**config.mk**
```make
export PLATFORM = sky130hd
export DESIGN_NAME = fcl_bin_ctrl_flat
export DESIGN_NICKNAME = d
export VERILOG_FILES = /design/src/rtl/fcl_bin_pkg.sv /design/src/rtl/fcl_bin_ctrl_if.sv /design/src/rtl/fcl_bin_agen.sv /design/src/rtl/fcl_bin_ctrl.sv /design/src/flat_wrapper.sv
export SDC_FILE = /design/constraint.sdc
export NUM_CORES = 1
export LEC_CHECK = 0
export ABC_AREA = 1
export CAP_MARGIN = 30
export CELL_PAD_IN_SITES_DETAIL_PLACEMENT = 1
export CELL_PAD_IN_SITES_GLOBAL_PLACEMENT = 1
export CORE_UTILIZATION = 30
export CTS_CLUSTER_SIZE = 20
export DETAILED_ROUTE_END_ITERATION = 6
export PLACE_DENSITY = 0.77
export SYNTH_ARGS = -nofsm -noshare
export SYNTH_HDL_FRONTEND = slang
export SYNTH_HIERARCHICAL = 1
export SYNTH_SLANG_ARGS = --single-unit
```
**constraint.sdc**
```tcl
create_clock -name clk -period 2.24 [get_ports clk]
set_clock_uncertainty 0.1 [all_clocks]
set_input_delay 0.336 -clock clk [delete_from_list [all_inputs] [get_ports clk]]
set_output_delay 0.336 -clock clk [all_outputs]
set_load 0.02 [all_outputs]
```
**src/rtl/fcl_bin_pkg.sv**
```systemverilog
// ---------------------------------------------------------------------------
// fcl_bin_pkg
// Shared definitions for the binary fully-connected layer controller:
// default array/memory dimensions, the widths derived from them, and the
// controller state encoding.
// ---------------------------------------------------------------------------
package fcl_bin_pkg;

    // Default dimensions of the layer engine
    localparam int BIN_PARALLEL_DEF = 16;
    localparam int ACC_WIDTH_DEF    = 16;
    localparam int IN_LEN_MAX_DEF   = 1024;
    localparam int GRP_MAX_DEF      = 64;

    // Widths derived from the default dimensions
    localparam int LEN_W   = $clog2(IN_LEN_MAX_DEF + 1);             // in_len
    localparam int GCNT_W  = $clog2(GRP_MAX_DEF + 1);                // num_groups
    localparam int SHIFT_W = $clog2(ACC_WIDTH_DEF);                  // shift_cfg
    localparam int IN_AW   = $clog2(IN_LEN_MAX_DEF);                 // in_addr
    localparam int GIDX_W  = $clog2(GRP_MAX_DEF);                    // out_group
    localparam int W_AW    = $clog2(IN_LEN_MAX_DEF * GRP_MAX_DEF);   // w_addr

    // Controller states
    typedef enum logic [2:0] {
        ST_IDLE  = 3'd0,
        ST_FETCH = 3'd1,
        ST_ACC   = 3'd2,
        ST_DRAIN = 3'd3,
        ST_OUT   = 3'd4,
        ST_DONE  = 3'd5
    } state_e;

endpackage

```
**src/rtl/fcl_bin_ctrl_if.sv**
```systemverilog
// ---------------------------------------------------------------------------
// fcl_bin_ctrl_if
// Bundles every non-clock/reset signal of the controller.
//   master : controller side (fcl_bin_ctrl)
//   slave  : environment side (layer launcher, input/weight memories,
//            PE array, result consumer)
// Signals: start/in_len/num_groups/shift_cfg/busy/done (layer control),
//          in_addr/in_bit, w_addr/w_word (memory reads, 1-cycle latency),
//          pe_rst/pe_in/pe_w/pe_shift/pe_out (PE array),
//          out_valid/out_ready/out_data/out_group (result handshake).
// ---------------------------------------------------------------------------
interface fcl_bin_ctrl_if
    import fcl_bin_pkg::*;
#(
    parameter int BIN_PARALLEL = BIN_PARALLEL_DEF,
    parameter int ACC_WIDTH    = ACC_WIDTH_DEF,
    parameter int IN_LEN_MAX   = IN_LEN_MAX_DEF,
    parameter int GRP_MAX      = GRP_MAX_DEF
);
    localparam int L_W  = $clog2(IN_LEN_MAX + 1);
    localparam int GC_W = $clog2(GRP_MAX + 1);
    localparam int SH_W = $clog2(ACC_WIDTH);
    localparam int IA_W = $clog2(IN_LEN_MAX);
    localparam int GI_W = $clog2(GRP_MAX);
    localparam int WA_W = $clog2(IN_LEN_MAX * GRP_MAX);

    logic                    start;
    logic [L_W-1:0]          in_len;
    logic [GC_W-1:0]         num_groups;
    logic [SH_W-1:0]         shift_cfg;
    logic                    busy;
    logic                    done;
    logic [IA_W-1:0]         in_addr;
    logic                    in_bit;
    logic [WA_W-1:0]         w_addr;
    logic [BIN_PARALLEL-1:0] w_word;
    logic                    pe_rst;
    logic                    pe_in;
    logic [BIN_PARALLEL-1:0] pe_w;
    logic [SH_W-1:0]         pe_shift;
    logic [BIN_PARALLEL-1:0] pe_out;
    logic                    out_valid;
    logic                    out_ready;
    logic [BIN_PARALLEL-1:0] out_data;
    logic [GI_W-1:0]         out_group;

    modport master (
        input  start, in_len, num_groups, shift_cfg, in_bit, w_word, pe_out, out_ready,
        output busy, done, in_addr, w_addr, pe_rst, pe_in, pe_w, pe_shift,
               out_valid, out_data, out_group
    );

    modport slave (
        output start, in_len, num_groups, shift_cfg, in_bit, w_word, pe_out, out_ready,
        input  busy, done, in_addr, w_addr, pe_rst, pe_in, pe_w, pe_shift,
               out_valid, out_data, out_group
    );

endinterface

```
**src/rtl/fcl_bin_agen.sv**
```systemverilog
// ---------------------------------------------------------------------------
// fcl_bin_agen
// Address and element counters of the layer controller.
//   clk, rst       : clock, synchronous active-low reset
//   clr_i          : return all counters to zero
//   launch_i       : first group of a layer (all counters zero)
//   addr_step_i    : prefetch the next element address if one remains
//   elem_step_i    : advance the accumulate-cycle index
//   next_grp_i     : move to the next group
//   len_i, grps_i  : latched vector length N and group count G
//   in_addr_o      : input bit address (restarts at 0 each group)
//   w_addr_o       : weight address, g*N+k from a running counter
//   elem_o, grp_o  : current element index k and group index g
//   last_elem_o    : k == N-1
//   last_grp_o     : g == G-1
// ---------------------------------------------------------------------------
module fcl_bin_agen
    import fcl_bin_pkg::*;
#(
    parameter int IN_LEN_MAX = IN_LEN_MAX_DEF,
    parameter int GRP_MAX    = GRP_MAX_DEF
) (
    input  logic                                 clk,
    input  logic                                 rst,
    input  logic                                 clr_i,
    input  logic                                 launch_i,
    input  logic                                 addr_step_i,
    input  logic                                 elem_step_i,
    input  logic                                 next_grp_i,
    input  logic [$clog2(IN_LEN_MAX+1)-1:0]      len_i,
    input  logic [$clog2(GRP_MAX+1)-1:0]         grps_i,
    output logic [$clog2(IN_LEN_MAX)-1:0]        in_addr_o,
    output logic [$clog2(IN_LEN_MAX*GRP_MAX)-1:0] w_addr_o,
    output logic [$clog2(IN_LEN_MAX)-1:0]        elem_o,
    output logic [$clog2(GRP_MAX)-1:0]           grp_o,
    output logic                                 last_elem_o,
    output logic                                 last_grp_o
);
    localparam int L_W  = $clog2(IN_LEN_MAX + 1);
    localparam int GC_W = $clog2(GRP_MAX + 1);
    localparam int IA_W = $clog2(IN_LEN_MAX);
    localparam int GI_W = $clog2(GRP_MAX);
    localparam int WA_W = $clog2(IN_LEN_MAX * GRP_MAX);

    logic [IA_W-1:0] in_addr_q, in_addr_d;
    logic [WA_W-1:0] w_addr_q,  w_addr_d;
    logic [IA_W-1:0] elem_q,    elem_d;
    logic [GI_W-1:0] grp_q,     grp_d;
    logic            more_s;

    // Another element remains to be prefetched in this group
    assign more_s      = (L_W'(in_addr_q) + L_W'(1'b1)) < len_i;
    assign last_elem_o = (L_W'(elem_q) + L_W'(1'b1)) == len_i;
    assign last_grp_o  = (GC_W'(grp_q) + GC_W'(1'b1)) == grps_i;

    // Next-state of the counters; weight address runs on across groups
    always_comb begin
        in_addr_d = in_addr_q;
        w_addr_d  = w_addr_q;
        elem_d    = elem_q;
        grp_d     = grp_q;
        if (clr_i || launch_i) begin
            in_addr_d = '0;
            w_addr_d  = '0;
            elem_d    = '0;
            grp_d     = '0;
        end else if (next_grp_i) begin
            // last address of group g was g*N+N-1, so +1 is the next base
            in_addr_d = '0;
            w_addr_d  = w_addr_q + WA_W'(1'b1);
            elem_d    = '0;
            grp_d     = grp_q + GI_W'(1'b1);
        end else begin
            if (addr_step_i && more_s) begin
                in_addr_d = in_addr_q + IA_W'(1'b1);
                w_addr_d  = w_addr_q + WA_W'(1'b1);
            end else begin
                in_addr_d = in_addr_q;
                w_addr_d  = w_addr_q;
            end
            if (elem_step_i) begin
                elem_d = elem_q + IA_W'(1'b1);
            end else begin
                elem_d = elem_q;
            end
        end
    end

    // Counter registers
    always_ff @(posedge clk) begin
        if (!rst) begin
            in_addr_q <= '0;
            w_addr_q  <= '0;
            elem_q    <= '0;
            grp_q     <= '0;
        end else begin
            in_addr_q <= in_addr_d;
            w_addr_q  <= w_addr_d;
            elem_q    <= elem_d;
            grp_q     <= grp_d;
        end
    end

    assign in_addr_o = in_addr_q;
    assign w_addr_o  = w_addr_q;
    assign elem_o    = elem_q;
    assign grp_o     = grp_q;

endmodule

```
**src/rtl/fcl_bin_ctrl.sv**
```systemverilog
// ---------------------------------------------------------------------------
// fcl_bin_ctrl
// Sequencer for a binary fully-connected layer computed on an external
// array of BIN_PARALLEL XNOR/popcount PEs. For each of G output groups it
// streams the N input bits and matching weight words into the array, lets
// the array accumulate, captures the array outputs and offers them on a
// valid/ready handshake.
//   clk, rst : clock, synchronous active-low reset
//   bus      : fcl_bin_ctrl_if master modport (control, memories, PE array,
//              result handshake)
// ---------------------------------------------------------------------------
module fcl_bin_ctrl
    import fcl_bin_pkg::*;
#(
    parameter int BIN_PARALLEL = BIN_PARALLEL_DEF,
    parameter int ACC_WIDTH    = ACC_WIDTH_DEF,
    parameter int IN_LEN_MAX   = IN_LEN_MAX_DEF,
    parameter int GRP_MAX      = GRP_MAX_DEF
) (
    input  logic           clk,
    input  logic           rst,
    fcl_bin_ctrl_if.master bus
);
    localparam int L_W  = $clog2(IN_LEN_MAX + 1);
    localparam int GC_W = $clog2(GRP_MAX + 1);
    localparam int SH_W = $clog2(ACC_WIDTH);
    localparam int IA_W = $clog2(IN_LEN_MAX);
    localparam int GI_W = $clog2(GRP_MAX);
    localparam int WA_W = $clog2(IN_LEN_MAX * GRP_MAX);

    state_e                  state_q, state_d;
    logic [L_W-1:0]          len_q;
    logic [GC_W-1:0]         grps_q;
    logic [SH_W-1:0]         shift_q;
    logic [BIN_PARALLEL-1:0] out_data_q;

    logic            cfg_ok_s;
    logic            launch_s;
    logic            clr_s;
    logic            addr_step_s;
    logic            elem_step_s;
    logic            next_grp_s;
    logic            last_elem_s;
    logic            last_grp_s;
    logic [IA_W-1:0] in_addr_s;
    logic [WA_W-1:0] w_addr_s;
    logic [IA_W-1:0] elem_s;
    logic [GI_W-1:0] grp_s;

    // An empty vector or zero groups finishes immediately
    assign cfg_ok_s = (bus.in_len != '0) && (bus.num_groups != '0);

    // Next-state and counter strobes
    always_comb begin
        state_d     = state_q;
        launch_s    = 1'b0;
        clr_s       = 1'b0;
        addr_step_s = 1'b0;
        elem_step_s = 1'b0;
        next_grp_s  = 1'b0;
        case (state_q)
            ST_IDLE: begin
                if (bus.start) begin
                    if (cfg_ok_s) begin
                        launch_s = 1'b1;
                        state_d  = ST_FETCH;
                    end else begin
                        state_d  = ST_DONE;
                    end
                end else begin
                    state_d = ST_IDLE;
                end
            end
            ST_FETCH: begin
                addr_step_s = 1'b1;
                state_d     = ST_ACC;
            end
            ST_ACC: begin
                addr_step_s = 1'b1;
                if (last_elem_s) begin
                    state_d = ST_DRAIN;
                end else begin
                    elem_step_s = 1'b1;
                    state_d     = ST_ACC;
                end
            end
            ST_DRAIN: begin
                state_d = ST_OUT;
            end
            ST_OUT: begin
                if (bus.out_ready) begin
                    if (last_grp_s) begin
                        state_d = ST_DONE;
                    end else begin
                        next_grp_s = 1'b1;
                        state_d    = ST_FETCH;
                    end
                end else begin
                    state_d = ST_OUT;
                end
            end
            ST_DONE: begin
                clr_s   = 1'b1;
                state_d = ST_IDLE;
            end
            default: begin
                clr_s   = 1'b1;
                state_d = ST_IDLE;
            end
        endcase
    end

    // State register
    always_ff @(posedge clk) begin
        if (!rst) begin
            state_q <= ST_IDLE;
        end else begin
            state_q <= state_d;
        end
    end

    // Layer configuration is captured only on a valid launch from IDLE
    always_ff @(posedge clk) begin
        if (!rst) begin
            len_q   <= '0;
            grps_q  <= '0;
            shift_q <= '0;
        end else if (launch_s) begin
            len_q   <= bus.in_len;
            grps_q  <= bus.num_groups;
            shift_q <= bus.shift_cfg;
        end else begin
            len_q   <= len_q;
            grps_q  <= grps_q;
            shift_q <= shift_q;
        end
    end

    // Result capture at the end of DRAIN, once the last accumulation landed
    always_ff @(posedge clk) begin
        if (!rst) begin
            out_data_q <= '0;
        end else if (state_q == ST_DRAIN) begin
            out_data_q <= bus.pe_out;
        end else begin
            out_data_q <= out_data_q;
        end
    end

    fcl_bin_agen #(
        .IN_LEN_MAX (IN_LEN_MAX),
        .GRP_MAX    (GRP_MAX)
    ) u_agen (
        .clk         (clk),
        .rst         (rst),
        .clr_i       (clr_s),
        .launch_i    (launch_s),
        .addr_step_i (addr_step_s),
        .elem_step_i (elem_step_s),
        .next_grp_i  (next_grp_s),
        .len_i       (len_q),
        .grps_i      (grps_q),
        .in_addr_o   (in_addr_s),
        .w_addr_o    (w_addr_s),
        .elem_o      (elem_s),
        .grp_o       (grp_s),
        .last_elem_o (last_elem_s),
        .last_grp_o  (last_grp_s)
    );

    assign bus.busy      = (state_q == ST_FETCH) || (state_q == ST_ACC) ||
                           (state_q == ST_DRAIN) || (state_q == ST_OUT);
    assign bus.done      = (state_q == ST_DONE);
    assign bus.out_valid = (state_q == ST_OUT);
    assign bus.out_data  = out_data_q;
    assign bus.out_group = grp_s;
    assign bus.in_addr   = in_addr_s;
    assign bus.w_addr    = w_addr_s;
    assign bus.pe_shift  = shift_q;

    // The array loads on pe_rst=0 and accumulates on pe_rst=1 every cycle,
    // so only ACC cycles after the first may accumulate. Memory data arrives
    // one cycle after its address, which lines up with the ACC cycle.
    assign bus.pe_rst = (state_q == ST_ACC) && (elem_s != '0);
    assign bus.pe_in  = (state_q == ST_ACC) ? bus.in_bit : 1'b0;
    assign bus.pe_w   = (state_q == ST_ACC) ? bus.w_word : '0;

endmodule

```
**src/flat_wrapper.sv**
```systemverilog
// flat-port wrapper written by rule: the top's interface ports become plain ports
module fcl_bin_ctrl_flat import fcl_bin_pkg::*;
#(
    parameter int BIN_PARALLEL = BIN_PARALLEL_DEF,
    parameter int ACC_WIDTH    = ACC_WIDTH_DEF,
    parameter int IN_LEN_MAX   = IN_LEN_MAX_DEF,
    parameter int GRP_MAX      = GRP_MAX_DEF
)
  (clk, rst, bus_start, bus_in_len, bus_num_groups, bus_shift_cfg, bus_in_bit, bus_w_word, bus_pe_out, bus_out_ready, bus_busy, bus_done, bus_in_addr, bus_w_addr, bus_pe_rst, bus_pe_in, bus_pe_w, bus_pe_shift, bus_out_valid, bus_out_data, bus_out_group);
  fcl_bin_ctrl_if #(.BIN_PARALLEL(BIN_PARALLEL), .ACC_WIDTH(ACC_WIDTH), .IN_LEN_MAX(IN_LEN_MAX), .GRP_MAX(GRP_MAX)) bus_i ();
  input  logic clk;
  input  logic rst;
  input wire logic [$bits(bus_i.start)-1:0] bus_start;
  input wire logic [$bits(bus_i.in_len)-1:0] bus_in_len;
  input wire logic [$bits(bus_i.num_groups)-1:0] bus_num_groups;
  input wire logic [$bits(bus_i.shift_cfg)-1:0] bus_shift_cfg;
  input wire logic [$bits(bus_i.in_bit)-1:0] bus_in_bit;
  input wire logic [$bits(bus_i.w_word)-1:0] bus_w_word;
  input wire logic [$bits(bus_i.pe_out)-1:0] bus_pe_out;
  input wire logic [$bits(bus_i.out_ready)-1:0] bus_out_ready;
  output wire logic [$bits(bus_i.busy)-1:0] bus_busy;
  output wire logic [$bits(bus_i.done)-1:0] bus_done;
  output wire logic [$bits(bus_i.in_addr)-1:0] bus_in_addr;
  output wire logic [$bits(bus_i.w_addr)-1:0] bus_w_addr;
  output wire logic [$bits(bus_i.pe_rst)-1:0] bus_pe_rst;
  output wire logic [$bits(bus_i.pe_in)-1:0] bus_pe_in;
  output wire logic [$bits(bus_i.pe_w)-1:0] bus_pe_w;
  output wire logic [$bits(bus_i.pe_shift)-1:0] bus_pe_shift;
  output wire logic [$bits(bus_i.out_valid)-1:0] bus_out_valid;
  output wire logic [$bits(bus_i.out_data)-1:0] bus_out_data;
  output wire logic [$bits(bus_i.out_group)-1:0] bus_out_group;
  assign bus_i.start = bus_start;
  assign bus_i.in_len = bus_in_len;
  assign bus_i.num_groups = bus_num_groups;
  assign bus_i.shift_cfg = bus_shift_cfg;
  assign bus_i.in_bit = bus_in_bit;
  assign bus_i.w_word = bus_w_word;
  assign bus_i.pe_out = bus_pe_out;
  assign bus_i.out_ready = bus_out_ready;
  assign bus_busy = bus_i.busy;
  assign bus_done = bus_i.done;
  assign bus_in_addr = bus_i.in_addr;
  assign bus_w_addr = bus_i.w_addr;
  assign bus_pe_rst = bus_i.pe_rst;
  assign bus_pe_in = bus_i.pe_in;
  assign bus_pe_w = bus_i.pe_w;
  assign bus_pe_shift = bus_i.pe_shift;
  assign bus_out_valid = bus_i.out_valid;
  assign bus_out_data = bus_i.out_data;
  assign bus_out_group = bus_i.out_group;
  fcl_bin_ctrl #(.BIN_PARALLEL(BIN_PARALLEL), .ACC_WIDTH(ACC_WIDTH), .IN_LEN_MAX(IN_LEN_MAX), .GRP_MAX(GRP_MAX)) u_core (.clk(clk), .rst(rst), .bus(bus_i));
endmodule
```
# Word level (Yosys, flattened, before mapping)
# Index checks and enable logic that the tools add are counted.
[word_totals]
word_cells = 61
reg_bits = 83
output_inout_bits = 73
[classes]
n_reduce_logical = 16
magnitude_cmp = 1
n_bitwise = 1
muxes = 20
add_sub_neg = 7
eq_ne = 7
[op_table]
columns = ["op", "count"]
rows = [
  ["$mux 16", 3],
  ["$add 10x1->11 const B", 2],
  ["$add 10x1->10 const B", 2],
  ["$add 16x1->16 const B", 1],
  ["$pmux 3 s5", 1],
  ["$mux 1", 12],
  ["$mux 3", 4],
  ["$eq 11x11->1", 1],
  ["$lt 11x11->1", 1],
  ["$reduce_bool 11->1", 1],
  ["$reduce_bool 10->1", 1],
  ["$add 6x1->7 const B", 1],
  ["$eq 7x7->1", 1],
  ["$reduce_bool 7->1", 1],
  ["$add 6x1->6 const B", 1],
  ["$eq 3x2->1 const B", 2],
  ["$eq 3x3->1 const B", 2],
  ["$reduce_or 5->1", 1],
  ["$logic_or 1x1->1", 4],
  ["$reduce_or 2->1", 2],
  ["$eq 3x1->1 const B", 1],
  ["$logic_and 1x1->1", 3],
  ["$logic_not 3->1", 1],
  ["$reduce_or 3->1", 1],
  ["2 further kinds", 2],
]

# Longest topological paths before layout
# Gate-level depths: netlist of the first run.
[depth]
depth_word = 7
ltp_mapped = 18
mapped_depth_nobuf = 17

# Hierarchy
# The synthesis of the first run kept the hierarchy.
[by_module_without_submodules]
columns = ["module", "cells_per_inst", "instances", "area_per_inst_um2", "seq_area_each_um2"]
rows = [
  ["fcl_bin_agen", 465, 1, 2952.8, 840.8],
  ["fcl_bin_ctrl", 298, 1, 1881.8, 820.8],
]

# Worst setup path before layout of the first run
# No wires, ideal clock.
[synth_timing]
kind = "register to register"
start = "register u_core.u_agen.in_addr_q[0] (netlist: u_core/u_agen/in_addr_o[0])"
end = "register u_core.u_agen.w_addr_q[5] (netlist: u_core/u_agen/w_addr_o[5])"
setup_slack_ps = -278
period_less_slack_ps = 2518
stages_incl_launch_ff = 16
t_required_ps = 2027
arrival_time_ps = 2304
setup_ps = 113
cell_sequence = "dfxtp_1 -> ha_1 -> nand3_1 -> nor2_1 -> nand2_1 -> xor2_1 -> ha_1 -> nand2_1 -> nor2_1 -> nand3_1 -> nand3_1 -> nand2_1 -> buf_4 -> buf_6 -> nor2_1 -> nor2_1"
[synth_via]
elab_chain_len = 4
[synth_lines]
columns = ["item", "line_no", "source"]
rows = [
  ["start, declared", "fcl_bin_agen.sv:45", "logic [IA_W-1:0] in_addr_q, in_addr_d;"],
  ["start signal, assigned", "fcl_bin_agen.sv:97", "in_addr_q <= in_addr_d;"],
  ["$add 10x1->11", "fcl_bin_agen.sv:52", "assign more_s = (L_W'(in_addr_q) + L_W'(1'b1)) < len_i;"],
  ["$lt 11x11->1", "fcl_bin_agen.sv:52", ""],
  ["$logic_and 1x1->1", "fcl_bin_agen.sv:74", "if (addr_step_i && more_s) begin"],
  ["$reduce_bool 2->1 (no source line)", "n/a", ""],
  ["end signal, assigned", "fcl_bin_agen.sv:98", "w_addr_q <= w_addr_d;"],
  ["end, declared", "fcl_bin_agen.sv:46", "logic [WA_W-1:0] w_addr_q, w_addr_d;"],
]
# Every way passes these cells.
# A chain may end at the register's enable or synchronous reset.

# Worst setup path after layout of the first run
[layout_timing]
start = "register u_core.u_agen.in_addr_q[0] (netlist: u_core/u_agen/in_addr_o[0])"
end = "register u_core.u_agen.in_addr_q[7] (netlist: u_core/u_agen/in_addr_o[7])"
[layout_via]
elab_chain_len = 3
elab_cells_between_ends = 4
[layout_lines]
columns = ["item", "line_no"]
rows = [
  ["$add 10x1->11", "fcl_bin_agen.sv:52"],
  ["$lt 11x11->1", "fcl_bin_agen.sv:52"],
  ["$logic_and 1x1->1", "fcl_bin_agen.sv:74"],
]
# Parallel ways exist; a longest one is shown, timed or not.

==> results.txt, run 1 <==
----------------------------------------------------
[Place]
  Number of cells after detailed placement ... 1152
  Hpwl dp ... 11700 µm
  RD Place Congestion ... 0.794
  Port Buffers ... 131
  Area after detailed placement ... 0.00683 mm²

[Run status]
  Status ... complete, but fails checks
  Violations in the final reports ... setup timing

[Timing]
  Final Setup Violations ... 35
  Post-layout worst setup margin ... -0.306 ns
  Max Transition Viols Final ... 0
  Max Clock Freq ... just under 0.4 GHz
  Shortest period the worst path allows ... 2.55 ns
  Final worst path period share ... 114%
  RSZ-0062 raised after global routing ... true
  Total count of hold-check failures in the final report ... 0
  Slew at the pin closest to its max-slew limit ... 0.515 ns
  Slew Limit Headroom ... roughly two thirds

[Pwr]
  P per Cell Area ... 634 mW/mm²
  Worst vdd rail ir drop ... approximately 380 µV
  Lkg Pwr ... 3.59 nW

[Global routing]
  Overflow after GRT ... 0
  GRT Max-Usage Layer ... met2
  Pin count of the biggest net entering global routing ... between 40 and 50
  Vias in the first global route ... 5454
  First-pass GRT wire length ... between 20000 and 30000 µm
  Number of antenna violations at the first check in global routing ... 0
  GRT met2 Usage ... between 30% and 40%
  GRT Overall Usage ... about a fifth
  Met3 track demand over resource ... under 10%
  Global-route track usage on met1 ... between 20% and 30%

[Worst setup path]
  CP endpoint kind ... flop
  Data required time of the worst path ... between 2 and 2.5 ns
  Highest fanout seen on the critical path ... 5
  Data arrival time of the worst path ... 2.70 ns
  Start-to-end type of the worst setup path ... reg -> reg
  Startpoint Class ... flop

[Clock tree]
  H-tree depth ... 3
  CTS tree ... yes
  Clock slew at the register clock pins of the worst setup and hold paths ... ~0.070 ns
  Hold buffer count at cts ... 0
  Root Buffer Master ... clkbuf_16
  TritonCTS Buffers ... 9
  Clock insertion delay at the later pin of the skew report ... 0.35 ns
  Maximum root-to-sink buffer count ... 2
  Number of clock sinks seen by CTS ... 83

[Drt]
  Drt wl/cell ... 14.9 µm
  Drc violations ... 0
  Initial detailed-routing violation count ... 289
  Post-detailed-route count of antenna-violating nets ... 0
  Detailed Route WL ... 17800 µm
  Number of vias per cell ... 4.59
  Pre-Repair DR Iteration Count ... 4
  Total vias in the final route ... 5493

[Final layout]
  Number of nets in the layout ... 1048
  Fin area ... between 0.008 and 0.009 mm²
  Diode insertion count for antenna repair ... 0
  Highest-count cells in the layout ignoring fill and taps ... 161 x nor2_1, 152 x nand2_1, 115 x inv_1
  Area delta synth->final ... 65.9%
  Post-route non-filler standard cell count ... 1196
  Share of post-route cells with drive strength above 1 ... 22.2%
  Most common cell after layout, fill and taps aside ... nor2_1

[Floorplan]
  Area enclosed by the die boundary ... approximately 0.017 mm²
  Die width ... 129 µm
  Core Area ... 0.0158 mm²
  Initial Util ... 30.5%
  Core Rows ... 46
  Overall die height ... 129 µm
  Io pins ... about 130

[Job]
  Max-cap violations ... 0

[Min path]
  HP Class ... reg -> reg

[Synthesis]
  Ys flop type ... dfxtp_1
  Synthesized netlist cell count ... 763
  Netlist area before placement ... 0.00483 mm²
  Mean area per synthesized cell ... 6.34 µm²
  Synth async-reset ratio ... 0%
  Nets in the synthesized netlist ... 836
  EDFF count, synth ... 0
  Number of library cell types mapped by synthesis ... 33
  Number of warnings printed during yosys synthesis ... 6
  Flops & latches, synth ... 83
  Sequential share of the synthesized area ... 34.4%

----------------------------------------------------
==> cell type report <==
cell class,instances,area (µm²)
inverter,121,459
sequential,83,1700
tap,216,270
clock buffer,9,225
multi-input combinational,536,3100
fill,2003,7810
clock inverter,7,100
timing repair buffer,224,2170
==> routing by layer <==
metal | routed length, µm | part of all wire, %
met1 | 7730 | 43
met4 | 308 | 1.7
met5 | 0 | 0
met2 | 9030 | 51
met3 | 742 | 4.2
==> where the power goes <==
group	switching, W	internal (W)	total [W]
clock	0.000677	0.000987	0.00166
sequential	0.000130	0.00159	0.00172
combinational	0.000907	0.000795	0.00170
==> through the flow <==
step / hold slack [ns] / utilization [%] / setup TNS, ns / setup WS, ns / power, W
after detailed placement: 0.371 / 43.2 / -6.68 / -0.295 / 0.00303
after CTS: 0.388 / 47.4 / -3.96 / -0.206 / 0.00492
after floorplan: 0.371 / - / -0.714 / -0.0623 / 0.00247
final: 0.384 / 50.7 / -6.54 / -0.306 / 0.00509
after global routing: 0.414 / 50.7 / -10.80 / -0.417 / 0.00537
after global placement: 0.361 / 43.2 / -4.37 / -0.202 / 0.00299
==> worst max-delay path, cell delays in order, from the launching register on <==
cell and delay (ns):
dfxtp_4 0.39, ha_4 0.15, nand3_4 0.08, nor2_4 0.11
nand2_2 0.11, xor2_2 0.17, ha_1 0.32, a21oi_2 0.19
nor2_4 0.07, nor2_4 0.12, nand3_4 0.14, buf_6 0.17
buf_16 0.14, nor2_2 0.12, nor2_1 0.05
==> cells by family (layout without fill, tap and decap cells) <==
kind of cell | Yosys count | in the layout | synth area share [%]
and+or+nand+nor | 435 | 435 | 37.7
adders and majority gates | 14 | 14 | 3.62
buffers and inverters | 144 | 361 | 12.1
DFF | 83 | 83 | 34.4
xor gates and xnor gates | 31 | 31 | 5.90
AOI/OAI and AO/OA | 56 | 56 | 6.29
==> Yosys cell counts, types with 2 or more instances <==
cell type / instances / area, µm²
nor2_1: 177 / 664
nand3_1: 50 / 250
nor4_1: 2 / 12.5
nor2_4: 2 / 22.5
xnor2_1: 10 / 87.6
nand4_1: 13 / 81.3
inv_1: 118 / 443
xor2_1: 20 / 175
nor3_1: 7 / 35.0
clkbuf_1: 9 / 33.8
inv_2: 3 / 11.3
ha_1: 14 / 175
nand3b_1: 3 / 22.5
buf_6: 3 / 33.8
dfxtp_1: 83 / 1660
nand2_1: 171 / 642
o22ai_1: 4 / 25.0
buf_2: 8 / 40.0
and2_0: 2 / 12.5
buf_4: 3 / 22.5
nor2_2: 2 / 12.5
o21ai_0: 29 / 145
a21oi_1: 15 / 75.1
o211ai_1: 6 / 45.0
==> state kept, by name (all words and copies together) (netlist names) <==
| signal | cells |
|---|---|
| u_core/u_agen/elem_o | 10 |
| u_core/len_q | 11 |
| u_core/u_agen/grp_o | 6 |
| u_core/grps_q | 7 |
| u_core/state_q | 3 |
| u_core/bus.out_data | 16 |
| u_core/bus.pe_shift | 4 |
| u_core/u_agen/in_addr_o | 10 |
| u_core/u_agen/w_addr_o | 16 |
==> path summary, 6_finish.rpt <==
| path | end | start | depth (start not counted) | slack (ns) |
|---|---|---|---|---|
| hold reg to reg | u_core/bus.out_data[14] | u_core/bus.out_data[14] | 2 | 0.38 |
| setup / recovery | u_core/u_agen/in_addr_o[7] | u_core/u_agen/in_addr_o[0] | 14 | -0.31 |
| setup reg to reg | u_core/u_agen/in_addr_o[7] | u_core/u_agen/in_addr_o[0] | 14 | -0.31 |
| hold / removal | u_core/bus.out_data[14] | u_core/bus.out_data[14] | 2 | 0.38 |
==> timing repair <==
| action | in CTS | in global routing |
|---|---|---|
| cloned | 4 | 2 |
| setup buffers | 6 | 16 |
| setup endpoints to repair | 59 | 46 |
| pin swaps | 19 | 43 |
| gates resized for setup | 89 | 95 |
(Power assumes the default switching activity.)
==> run 2: changes to the inputs <==
--- a/config.mk
+++ b/config.mk
@@ -9,10 +9,11 @@
 export CAP_MARGIN = 30
 export CELL_PAD_IN_SITES_DETAIL_PLACEMENT = 1
 export CELL_PAD_IN_SITES_GLOBAL_PLACEMENT = 1
+export CORE_MARGIN = 5
 export CORE_UTILIZATION = 30
 export CTS_CLUSTER_SIZE = 20
 export DETAILED_ROUTE_END_ITERATION = 6
-export PLACE_DENSITY = 0.77
+export PLACE_DENSITY = 0.74
 export SYNTH_ARGS = -nofsm -noshare
 export SYNTH_HDL_FRONTEND = slang
 export SYNTH_HIERARCHICAL = 1
==> constraint.sdc (replaced) <==
create_clock -name clk -period 2.6 [get_ports clk]
set_clock_uncertainty 0.1 [all_clocks]
set_input_delay 0.39 -clock clk [delete_from_list [all_inputs] [get_ports clk]]
set_output_delay 0.39 -clock clk [all_outputs]
set_load 0.02 [all_outputs]
==> results.txt, run 2 (same netlist as run 1, synthesis figures left out) <==
----------------------------------------------------
[Run status]
  Status ... complete, no violations

[Global routing]
  Vias in the first global route ... 5151 (-5.6%)
  First-pass GRT wire length ... 24800 µm (-7.1%)
  Pin count of the biggest net entering global routing ... 44 (unchanged)
  Overflow after GRT ... 0 (unchanged)
  Number of antenna violations at the first check in global routing ... 1 (+1)
  GRT Overall Usage ... 16.5% (-4.1 points)

[Clock tree]
  TritonCTS Buffers ... 9 (unchanged)
  Clock slew at the register clock pins of the worst setup and hold paths ... 0.06 ns (about the same)
  Clock insertion delay at the later pin of the skew report ... 0.35 ns (about the same)
  H-tree depth ... 3 (unchanged)
  Number of clock sinks seen by CTS ... 83 (unchanged)
  CTS tree ... yes
  Maximum root-to-sink buffer count ... 2 (unchanged)
  Root Buffer Master ... clkbuf_16

[Floorplan]
  Area enclosed by the die boundary ... 0.0188 mm² (+13%)
  Die width ... 137 µm (+6.2%)
  Initial Util ... 30.5% (unchanged)
  Core Rows ... 46 (unchanged)
  Core Area ... 0.0158 mm² (unchanged)
  Overall die height ... 137 µm (+6.2%)
  Io pins ... 132 (unchanged)

[Min path]
  Min-delay src ... u_core/bus.out_data[13]
  WHS Endpoint ... u_core/bus.out_data[13]
  HP Class ... reg -> reg
  Hold Crit Depth ... 2 (unchanged)

[Worst setup path]
  Highest fanout seen on the critical path ... 14 (+9)
  CP endpoint kind ... flop
  Data arrival time of the worst path ... 2.73 ns (+0.03 ns)
  Startpoint of the worst-slack reg-to-reg timing path ... u_core/u_agen/in_addr_o[1]
  Reg-to-reg endpoint ... u_core/u_agen/w_addr_o[15]
  Worst Reg-to-Reg Cells ... 14 (unchanged)
  Worst setup path startpoint ... u_core/u_agen/in_addr_o[1]
  Startpoint Class ... flop
  Start-to-end type of the worst setup path ... reg -> reg
  R2r setup slk ... 0.05 ns (+0.35 ns)
  Data required time of the worst path ... 2.78 ns (+0.39 ns)

[Place]
  Number of cells after detailed placement ... 1107 (-3.9%)
  RD Place Congestion ... 0.797 (+0.42%)
  Port Buffers ... 131 (unchanged)
  Area after detailed placement ... 0.00645 mm² (-5.6%)
  Hpwl dp ... 11600 µm (-1.3%)

[Final layout]
  Most common cell after layout, fill and taps aside ... nor2_1
  Register Area ... 0.00167 mm² (-2.0%)
  Count of filler cells inserted in the layout ... 2048 (+2.2%)
  Share of post-route cells with drive strength above 1 ... 9.10% (-13 points)
  Diode insertion count for antenna repair ... 0 (unchanged)
  Number of nets in the layout ... 981 (-6.4%)
  Highest-count cells in the layout ignoring fill and taps ... 171 x nor2_1, 166 x nand2_1, 129 x clkdlybuf4s50_1
  Final core utilization ... 44.3% (-6.3 points)
  Area delta synth->final ... 45.1%
  Post-route non-filler standard cell count ... 1128 (-5.7%)
  Total area of multi-input combinational cells ... 0.00275 mm² (-11%)
  Fin area ... 0.00702 mm² (-13%)

[Timing]
  Shortest period the worst path allows ... 2.55 ns (+0.00740 ns)
  Worst hold slack across all endpoints ... 0.380 ns (-0.00377 ns)
  Total count of hold-check failures in the final report ... 0 (unchanged)
  Final Setup Violations ... 0 (-100%)
  Final worst path period share ... 98.2% (-15 points)
  RSZ-0062 raised after global routing ... true
  Slew Limit Headroom ... 67.6% (+2.0 points)
  Slew at the pin closest to its max-slew limit ... 0.485 ns (-0.0306 ns)
  Max Transition Viols Final ... 0 (unchanged)
  Max Clock Freq ... 0.392 GHz (-0.29%)

[Drt]
  Total vias in the final route ... 5070 (-7.7%)
  Number of vias per cell ... 4.49 (-2.1%)
  Drt wl/cell ... 13.6 µm (-8.7%)
  Detailed Route WL ... 15300 µm (-14%)
  Drc violations ... 0 (unchanged)
  Initial detailed-routing violation count ... 253 (-12%)
  Pre-Repair DR Iteration Count ... 4 (unchanged)
  Post-detailed-route count of antenna-violating nets ... 0 (unchanged)

[Pwr]
  Worst vdd rail ir drop ... 324 µV (-14%)
  Lkg Pwr ... 3.08 nW (-14%)
  Total Power Consumption ... 0.00402 W (-21%)
  P per Cell Area ... 573 mW/mm² (-9.7%)

[Job]
  Max-cap violations ... 0 (unchanged)

----------------------------------------------------
[run 2: changes by cell type in the layout (fill, tap and decap cells not counted), sizes merged]
cell           delta
dlygate4sd2      -17
dlymetal6s2s      -1
clkdlybuf4s15     -1
clkinvlp          +1
clkbuf            -2
bufbuf            +1
clkinv            -2
buf              -66
clkdlybuf4s50    +19
[run 2: worst max path at each step]
| stage | to | slack, ns |
|---|---|---|
| after CTS | u_core/u_agen/w_addr_o[1] | 0.002 |
| after detailed placement | u_core/u_agen/w_addr_o[2] | -0.006 |
| after global placement | u_core/u_agen/w_addr_o[1] | 0.11 |
| final | u_core/u_agen/w_addr_o[15] | 0.05 |
| after floorplan | u_core/u_agen/w_addr_o[5] | 0.08 |
| after global routing | u_core/u_agen/w_addr_o[15] | -0.09 |
[run 2: area by class of cell]
class                      instances  area share (%)
sequential                        83            23.8
inverter                         121            6.47
timing repair buffer             157            22.1
multi-input combinational        536            39.3
tap                              216            3.85
clock inverter                     6            1.28
clock buffer                       9            3.21
[run 2: timing repair]
item,CTS,global route
setup buffers,4,1
setup endpoints to repair,4,28
gates resized for setup,9,37
cloned,1,0
pin swaps,3,11
hold endpoints to repair,0,0
hold buffers,0,0
[run 2: per-stage QoR]
stage           TNS, ns  setup WS (ns)
2_1_floorplan         0         0.0824
3_3_place_gp          0          0.105
3_5_place_dp   -0.00745       -0.00639
4_1_cts               0        0.00161
5_1_grt           -1.09        -0.0928
6_report              0         0.0466
[run 2: critical path: stages (launching register included)]
cell and delay [ns]:
dfxtp_2 0.35, buf_4 0.14, nand3_4 0.09, nor2_4 0.15
nand4_1 0.15, xor2_2 0.22, ha_1 0.30, nand2_2 0.10
nor2_1 0.06, nor2_2 0.17, nand3_4 0.11, nand2_4 0.11
bufbuf_16 0.28, nor2_2 0.04, nor2_1 0.12
[run 2: report_power, final]
group          internal, W  switching, W
sequential         0.00138      0.000115
combinational     0.000520      0.000615
clock             0.000840      0.000550
[run 2: layer usage]
metal  share of wire [%]  track usage [%]  vias up
met5               0.046                0        -
met4                 1.0             4.38        2
met3                 7.6             5.63       13
met2                  47             27.7      106
met1                  45             20.0     2309
li1                    -                -     2640
